`config.mk`:
```
export PLATFORM = sky130hd
export DESIGN_NAME = asip_sequencer
export DESIGN_NICKNAME = d
export VERILOG_FILES = /design/src/rtl/asip_sequencer.sv
export SDC_FILE = /design/constraint.sdc
export NUM_CORES = 1
export LEC_CHECK = 0
export CORE_UTILIZATION = 50
export DETAILED_ROUTE_END_ITERATION = 10
export PLACE_DENSITY = 0.79
export SETUP_SLACK_MARGIN = 0.4
export SYNTH_ARGS = -nofsm -noshare
export SYNTH_HDL_FRONTEND = slang
export SYNTH_SLANG_ARGS = --single-unit
```
`constraint.sdc`:
```
create_clock -name clk -period 2.5 [get_ports clk]
set_clock_uncertainty 0.05 [all_clocks]
set_input_delay 0.375 -clock clk [delete_from_list [all_inputs] [get_ports clk]]
set_output_delay 0.375 -clock clk [all_outputs]
set_load 0.02 [all_outputs]
```
`src/rtl/asip_sequencer.sv`:
```
// Fetch/decode/execute controller for the stepper-motor ASIP.
// Sequences pc, immediate capture, accumulator writes, step pulses and delays.
module asip_sequencer (
    input  logic       clk,
    input  logic       reset,
    input  logic       run,
    input  logic [7:0] instr_in,
    input  logic [7:0] immediate,
    input  logic       acc_zero,
    input  logic       step_ready,
    output logic [7:0] pc,
    output logic [1:0] imm_sel,
    output logic [7:0] imm_value,
    output logic       acc_we,
    output logic       acc_src,
    output logic       step_valid,
    output logic       step_dir,
    output logic       halted
);

    typedef enum logic [2:0] {
        S_FETCH,
        S_DECODE,
        S_EXEC,
        S_STEP,
        S_DELAY,
        S_HALT
    } state_t;

    localparam logic [2:0] OP_NOP  = 3'd0;
    localparam logic [2:0] OP_LDI  = 3'd1;
    localparam logic [2:0] OP_ADDI = 3'd2;
    localparam logic [2:0] OP_JMP  = 3'd3;
    localparam logic [2:0] OP_BNZ  = 3'd4;
    localparam logic [2:0] OP_STEP = 3'd5;
    localparam logic [2:0] OP_WAIT = 3'd6;
    localparam logic [2:0] OP_HALT = 3'd7;

    state_t     state, state_n;
    logic [7:0] ir, ir_n;
    logic [7:0] pc_n;
    logic [7:0] imm_n;
    logic [3:0] cnt, cnt_n;
    logic [2:0] op;
    logic [7:0] pc_inc;
    logic [7:0] pc_rel;

    assign op     = ir[7:5];
    assign pc_inc = pc + 8'd1;
    assign pc_rel = pc + imm_value;

    always_ff @(posedge clk) begin
        if (reset) begin
            state     <= S_FETCH;
            pc        <= 8'd0;
            ir        <= 8'd0;
            imm_value <= 8'd0;
            cnt       <= 4'd0;
        end else begin
            state     <= state_n;
            pc        <= pc_n;
            ir        <= ir_n;
            imm_value <= imm_n;
            cnt       <= cnt_n;
        end
    end

    always_comb begin
        imm_sel = 2'd3;
        case (op)
            OP_NOP:  imm_sel = 2'd3;
            OP_LDI:  imm_sel = 2'd1;
            OP_ADDI: imm_sel = 2'd2;
            OP_JMP:  imm_sel = 2'd2;
            OP_BNZ:  imm_sel = 2'd2;
            OP_STEP: imm_sel = 2'd0;
            OP_WAIT: imm_sel = 2'd1;
            OP_HALT: imm_sel = 2'd3;
            default: imm_sel = 2'd3;
        endcase
    end

    always_comb begin
        state_n = state;
        pc_n    = pc;
        ir_n    = ir;
        imm_n   = imm_value;
        cnt_n   = cnt;
        unique case (state)
            S_FETCH: begin
                if (run) begin
                    ir_n    = instr_in;
                    state_n = S_DECODE;
                end
            end
            S_DECODE: begin
                imm_n   = immediate;
                cnt_n   = immediate[3:0];
                state_n = S_EXEC;
            end
            S_EXEC: begin
                state_n = S_FETCH;
                pc_n    = pc_inc;
                case (op)
                    OP_JMP: pc_n = pc_rel;
                    OP_BNZ: begin
                        if (!acc_zero) pc_n = pc_rel;
                    end
                    OP_STEP: begin
                        if (cnt != 4'd0) begin
                            state_n = S_STEP;
                            pc_n    = pc;
                        end
                    end
                    OP_WAIT: begin
                        if (cnt != 4'd0) begin
                            state_n = S_DELAY;
                            pc_n    = pc;
                        end
                    end
                    OP_HALT: begin
                        state_n = S_HALT;
                        pc_n    = pc;
                    end
                    default: ;
                endcase
            end
            S_STEP: begin
                // Count only accepted pulses; request stays up while stalled.
                if (step_ready) begin
                    cnt_n = cnt - 4'd1;
                    if (cnt == 4'd1) begin
                        pc_n    = pc_inc;
                        state_n = S_FETCH;
                    end
                end
            end
            S_DELAY: begin
                cnt_n = cnt - 4'd1;
                if (cnt == 4'd1) begin
                    pc_n    = pc_inc;
                    state_n = S_FETCH;
                end
            end
            S_HALT: ;
            default: state_n = S_FETCH;
        endcase
    end

    assign acc_we     = (state == S_EXEC) &&
                        ((op == OP_LDI) || (op == OP_ADDI));
    assign acc_src    = (state == S_EXEC) && (op == OP_ADDI);
    assign step_valid = (state == S_STEP);
    assign step_dir   = ir[1];
    assign halted     = (state == S_HALT) ||
                        ((state == S_EXEC) && (op == OP_HALT));

endmodule

```
==> results.md, run 1 <==
* Post-synth net total at 282
* Setup TNS at 0 ps
* Number of synthesized flops with an enable pin at 0
* Status: finished, final reports clean
* Synth area leaders: dfxtp_1 29%, ha_1 7.4%, a21oi_1 4.7%
* Top achievable clock speed at 497 MHz
* DR vias/cell at 5.96
* GRT met2 Usage at 42.9%
* Design area at 2710 sq um
* CTS max path bufs at 2
* Critical Path RT at 2600 ps
* P&R area growth vs syn at 34.3%
* Routability cong. at 0.881
* Final hold violation count at 0
* Worst-skew pair later-pin latency at 280 ps
* Core area at 3770 sq um
* Full die area at 4290 sq um
* CP arrival at 2110 ps
* Worst-margin pin slew at 540 ps
* Fraction of layout cells with a size suffix above 1 at 20.7%
* Grt ovf at 0
* Period minus WS final at 2010 ps
* DRC at 0
* Cell area after synthesis at 2020 sq um
* CTS Buf Count at 5
* Ys flop type: dfxtp_1
* CTS Root Cell: clkbuf_8
* Synth area leader: dfxtp_1
* DR pass1 iterations at 4
* Asr flop ratio synth at 0%
* Clock sink total at 29
* Final cycle utilization of the critical path at 80.5%
* Total wire length at 5.02 mm
* IO Pins at 44
* # port buffers at 39
* Mapped Avg Cell Area at 8.14 sq um
* Worst slew margin at 63.9%
* Met3 GRT Util at 5.38%
* RSZ-0062 raised after global routing: true
* TritonCTS clock tree: yes
* H-tree Lvls at 2
* Seq/Total Area, Yosys at 28.8%
* Die X at 65.5 microns
* Fin. max-slew vios at 0
* Worst Hold Class: reg2reg
* Crit path cell chain: inv_2, ha_1, or3b_4, nor3b_2, a22o_4, o311ai_1, o31ai_1
* Vias at 2,014
* CP bufs+invs at 1
* CP delay by family, top: compound AO/OA/AOI/OAI gates
* Max stage delay cell, worst path: or3b_4
* Worst vdd ir at 0.000586 V
* Diodes inserted at 0
* MaxCap Viol Count at 0
* Initial drt markers at 100
* Number of antenna violations at the first check in global routing at 0
* Largest net degree at the start of global routing at 23
* Final setup fails at 0
* Dpl hpwl at 3.66 mm
* Total GRT Usage at 25.6%
* Crit Path Max Fanout at 7
* GR peak layer: met2
* Clock Pin Slew Worst Setup and Hold Paths at 60 ps
* Initial Utilization at 53.5%
* Synth Register Bits at 29
* Cts hold-fix bufs at 0
* M1 GR Usage at 31.9%
* Top-area cell type share of the netlist area at 28.8%
* Vias in the first global route at 1,890
* Cell area power density at 680 nW/um^2
* Max incr delay on CP at 410 ps
* Layout fillers at 289
* Global-route wire length before repair at 8.51 mm
* Startpoint Class: flip-flop
* Nets at 324
* Area post-placement at 2470 sq um
* Syn. warnings at 0
* Leakage Power at 1.05 nW
* Syn Inst Count at 248
* Number of nets with antenna violations after detailed routing at 0
* DR WL/cell at 14.9 microns
* Netlist cell types at 56
* Row Count at 22
* Worst Setup End Kind: flip-flop
* Die height at 65.5 microns
* Crit path kind: reg2reg
## cell usage after synthesis (2+ instances only)
master	number
nor3_1	5
a21oi_1	19
nand4_1	2
buf_2	4
xnor2_1	4
a211oi_1	2
xor2_1	3
o21ai_0	14
or3b_1	2
nor3b_1	6
nor4_1	2
nor2_1	24
and3_1	5
o22ai_1	3
nand2_1	19
nand2b_1	4
clkbuf_1	7
nand3_1	7
and2_1	3
a22oi_1	2
ha_1	12
nor2b_1	2
inv_1	6
nand3b_1	4
a2111oi_0	2
o21ai_1	6
a31oi_1	4
mux2i_1	6
o2bb2ai_1	2
o311ai_1	5
buf_6	3
o31ai_1	4
dfxtp_1	29
a21o_1	4
## kinds of logic (layout without fill, tap and decap cells)
| kind of cell | count (synthesis) | after routing | synth area share [%] |
|---|---|---|---|
| flops | 29 | 29 | 28.8 |
| buf+inv | 23 | 65 | 5.83 |
| mux | 6 | 6 | 2.98 |
| xor+xnor | 7 | 7 | 3.04 |
| fa+ha+maj | 13 | 13 | 8.43 |
| simple gates | 91 | 91 | 24.2 |
| compound gates | 79 | 79 | 26.8 |
## flip-flops by register name (all words and copies together), names as in the netlist
signal,cells
imm_value,8
ir,4
pc,8
cnt,4
imm_sel,2
state,3
## worst register-to-register path: stages (launching register included)
cell	delay [ps]
dfxtp_2	350
inv_2	80
ha_1	140
or3b_4	410
nor3b_2	200
a22o_4	270
o311ai_1	260
o31ai_1	120
## path summary, 6_finish.rpt
| path | cells past startpoint | endpoint | start | slack (ps) |
|---|---|---|---|---|
| min reg2reg | 2 | imm_value[0]$_SDFFE_PP0P_ | imm_value[0]$_SDFFE_PP0P_ | 460 |
| max | 7 | pc[4]$_SDFFE_PP0P_ | cnt[0]$_SDFFE_PP0P_ | 490 |
| min | 2 | imm_value[0]$_SDFFE_PP0P_ | imm_value[0]$_SDFFE_PP0P_ | 460 |
| max reg2reg | 7 | pc[4]$_SDFFE_PP0P_ | cnt[0]$_SDFFE_PP0P_ | 490 |
## layout by cell type, fill, tap and decap left out, types with 2 or more instances in the layout
cell type / synthesis / routed
a21oi_1: 19 / 19
nand2b_1: 4 / 4
o22ai_1: 3 / 3
dfxtp_1: 29 / 19
ha_4: 0 / 3
xnor2_1: 4 / 4
o21ai_1: 6 / 6
a2111oi_0: 2 / 2
buf_4: 1 / 11
a31oi_1: 4 / 4
inv_2: 1 / 3
xor2_1: 3 / 3
o311ai_2: 1 / 2
a21o_1: 4 / 4
nor2_1: 24 / 22
and3_1: 5 / 5
o311ai_1: 5 / 4
nor3b_1: 6 / 4
nand2_1: 19 / 18
nand3_1: 7 / 6
nor3b_2: 1 / 2
and2_1: 3 / 3
dfxtp_4: 0 / 2
a211oi_2: 1 / 2
ha_1: 12 / 8
nor3_1: 5 / 5
nand4_1: 2 / 2
clkdlybuf4s50_1: 0 / 35
nor2b_1: 2 / 2
nor4_1: 2 / 2
o31ai_1: 4 / 3
inv_1: 6 / 4
dfxtp_2: 0 / 8
o21ai_0: 14 / 14
dlygate4sd2_1: 0 / 2
nand3b_1: 4 / 4
mux2i_1: 6 / 6
clkbuf_8: 0 / 6
## per-stage QoR
stage,total power [mW],setup slack (ps),hold WS [ps],std cells,util [%]
finish,1.84,488,457,338,71.9
global route,1.96,381,491,338,71.9
CTS,1.77,296,461,336,69.6
detailed placement,1.35,195,443,329,65.5
global placement,1.34,245,437,329,65.5
floorplan,1.12,413,419,248,-
## cell type report
class	count	area, sq um	area share (%)
multi-input cells	196	1450	53.6
inverters	7	26.3	0.970
clock buffers	7	86.3	3.19
well taps	48	60.1	2.22
flip-flops and latches	29	598	22.1
repair buffers	51	488	18.0
## layer usage
layer,up-vias,wire length (microns)
li1,996,-
met1,934,2240
met2,74,2410
met3,10,289
met4,0,85
met5,-,0
## power breakdown
part	leakage, nW	switching, mW	internal, mW
combinational	0.767	0.427	0.382
clock	0.0443	0.167	0.218
sequential	0.242	0.108	0.541
total	1.05	0.702	1.14
## timing repair
action                     CTS  global route
gates cloned                 0             0
buffers inserted             0             2
setup endpoints to repair   11            11
resized for setup           18            23
pin swaps                    2             6
No activity file was read; power rests on OpenSTA's default activity.
==> run 2, diff against run 1 <==
--- a/config.mk
+++ b/config.mk
@@ -5,9 +5,9 @@
 export SDC_FILE = /design/constraint.sdc
 export NUM_CORES = 1
 export LEC_CHECK = 0
-export CORE_UTILIZATION = 50
+export CORE_UTILIZATION = 46
 export DETAILED_ROUTE_END_ITERATION = 10
-export PLACE_DENSITY = 0.79
+export PLACE_DENSITY = 0.76
 export SETUP_SLACK_MARGIN = 0.4
 export SYNTH_ARGS = -nofsm -noshare
 export SYNTH_HDL_FRONTEND = slang
==> constraint.sdc (replaced) <==
create_clock -name clk -period 1.8 [get_ports clk]
set_clock_uncertainty 0.05 [all_clocks]
set_input_delay 0.27 -clock clk [delete_from_list [all_inputs] [get_ports clk]]
set_output_delay 0.27 -clock clk [all_outputs]
set_load 0.02 [all_outputs]
==> results.md, run 2 (same netlist as run 1, synthesis figures left out) <==
* Row Count at 23
* Worst slew margin at 65.7%
* Period minus WS final at 2190 ps
* Startpoint Class: flip-flop
* Worst-margin pin slew at 509 ps
* Final hold violation count at 0
* DR WL/cell at 24.3 microns
* Worst-skew pair later-pin latency at 300 ps
* Worst vdd ir at 0.000780 V
* Critical Path RT at 1970 ps
* Largest regs: imm_value (8), pc (8)
* Power Total at 3.67 mW
* # port buffers at 39
* Worst setup margin at -389 ps
* Initial drt markers at 381
* Top achievable clock speed at 457 MHz
* DR pass1 iterations at 6
* Dpl hpwl at 4.47 mm
* HP Start: immediate[7]
* Nets at 391
* CTS max path bufs at 2
* Final cycle utilization of the critical path at 122%
* R2r startpoint: state[0]$_SDFFE_PP0P_
* Clock Pin Slew Worst Setup and Hold Paths at 70 ps
* Commonest cells after routing, fill and taps aside: 51 x buf_4, 27 x buf_6, 18 x a21oi_1
* Worst Hold Class: in2reg
* Comb pwr share at 59.1%
* Reg power frac at 23.3%
* Die height at 68.2 microns
* Most common cell after layout, fill and taps aside: buf_4
* Cell area power density at 993 nW/um^2
* DRC at 0
* TritonCTS clock tree: yes
* Worst Setup End Kind: flip-flop
* Status: finished with violations
* P&R area growth vs syn at 83.3%
* Number of nets with antenna violations after detailed routing at 0
* Sw frac at 41.8%
* H-tree Lvls at 2
* Global-route wire length before repair at 12.7 mm
* Failing checks: negative setup slack
* Full die area at 4660 sq um
* CP arrival at 2360 ps
* Vias at 2,793
* CTS Root Cell: clkbuf_8
* Total GRT Usage at 37.6%
* Fraction of layout cells with a size suffix above 1 at 53.4%
* Final setup fails at 10
* Pint at 2.14 mW
* Crit Path Max Fanout at 8
* Die X at 68.2 microns
* Util after Layout at 89.9%
* RSZ-0062 raised after global routing: true
* Crit path kind: reg2reg
* Fin. max-slew vios at 0
* Clk pwr share at 17.5%
* Number of antenna violations at the first check in global routing at 0
* Total wire length at 9.90 mm
* Initial Utilization at 49.0%
* Clock sink total at 29
* Psw at 1.53 mW
* DR vias/cell at 6.85
* Leakage Power at 1.58 nW
* MaxCap Viol Count at 0
* CTS Buf Count at 5
* Diodes inserted at 0
* Grt ovf at 0
* Vias in the first global route at 2,606
* Setup crit start: state[0]$_SDFFE_PP0P_
* Largest net degree at the start of global routing at 18
* Routability cong. at 0.850
* Cts hold-fix bufs at 0
* IO Pins at 44
* Core area at 4120 sq um
-- run 2: layout make-up --
| class | count | area [sq um] |
|---|---|---|
| sequential | 29 | 613 |
| fill | 161 | 417 |
| clock inverter | 1 | 5.00 |
| inverter | 7 | 26.3 |
| multi-input combinational | 196 | 1820 |
| timing repair buffer | 118 | 1080 |
| clock buffer | 7 | 96.3 |
| tap | 50 | 62.6 |
-- run 2: worst max-delay path: stages, from the launching register on --
cell      delay [ps]
dfxtp_4          390
buf_6            130
nor3b_4          190
buf_4            170
a211oi_4          50
buf_12           160
buf_12           130
nor4_1           440
nand3_1          220
o211ai_1         150
-- run 2: through the flow --
stage | std cells | hold WS (ps) | setup slack (ps) | cell area, sq um | TNS, ps
2_1_floorplan | 248 | 349 | -128 | 2170 | -683
3_3_place_gp | 379 | 436 | -353 | 2960 | -2870
3_5_place_dp | 379 | 435 | -425 | 2960 | -3360
4_1_cts | 400 | 448 | -172 | 3500 | -785
5_1_grt | 408 | 520 | -390 | 3700 | -2410
6_report | 408 | 506 | -389 | 3700 | -2020
-- run 2: path summary, 6_finish.rpt --
path | endpoint | cells past startpoint | slack [ps]
worst min-delay path | imm_value[7]$_SDFFE_PP0P_ | 3 | 510
worst min register to register | imm_value[6]$_SDFFE_PP0P_ | 2 | 510
worst max-delay path | pc[7]$_SDFFE_PP0P_ | 9 | -390
worst max register to register | pc[7]$_SDFFE_PP0P_ | 9 | -390
-- run 2: power by group through the flow --
stage          logic (mW)  registers, mW  clock network (mW)
6_report             2.17          0.857               0.644
5_1_grt              2.24          0.864               0.659
4_1_cts              1.74          0.843               0.613
3_5_place_dp         1.39          0.846                   0
2_1_floorplan       0.753          0.898                   0
3_3_place_gp         1.36          0.839                   0
-- run 2: timing repair --
item | CTS | global route
pin swaps | 26 | 26
buffers inserted | 12 | 8
endpoints found under the setup margin | 52 | 45
gates resized for setup | 132 | 55
gates cloned | 1 | 0
-- run 2: metal layers --
metal / GRT usage (%) / up-vias / share of wire [%]
met5: 0 / - / 0
met4: 19.8 / 0 / 6.5
met3: 8.17 / 88 / 11
met2: 65.8 / 259 / 45
met1: 42.1 / 1310 / 37
li1: - / 1136 / -
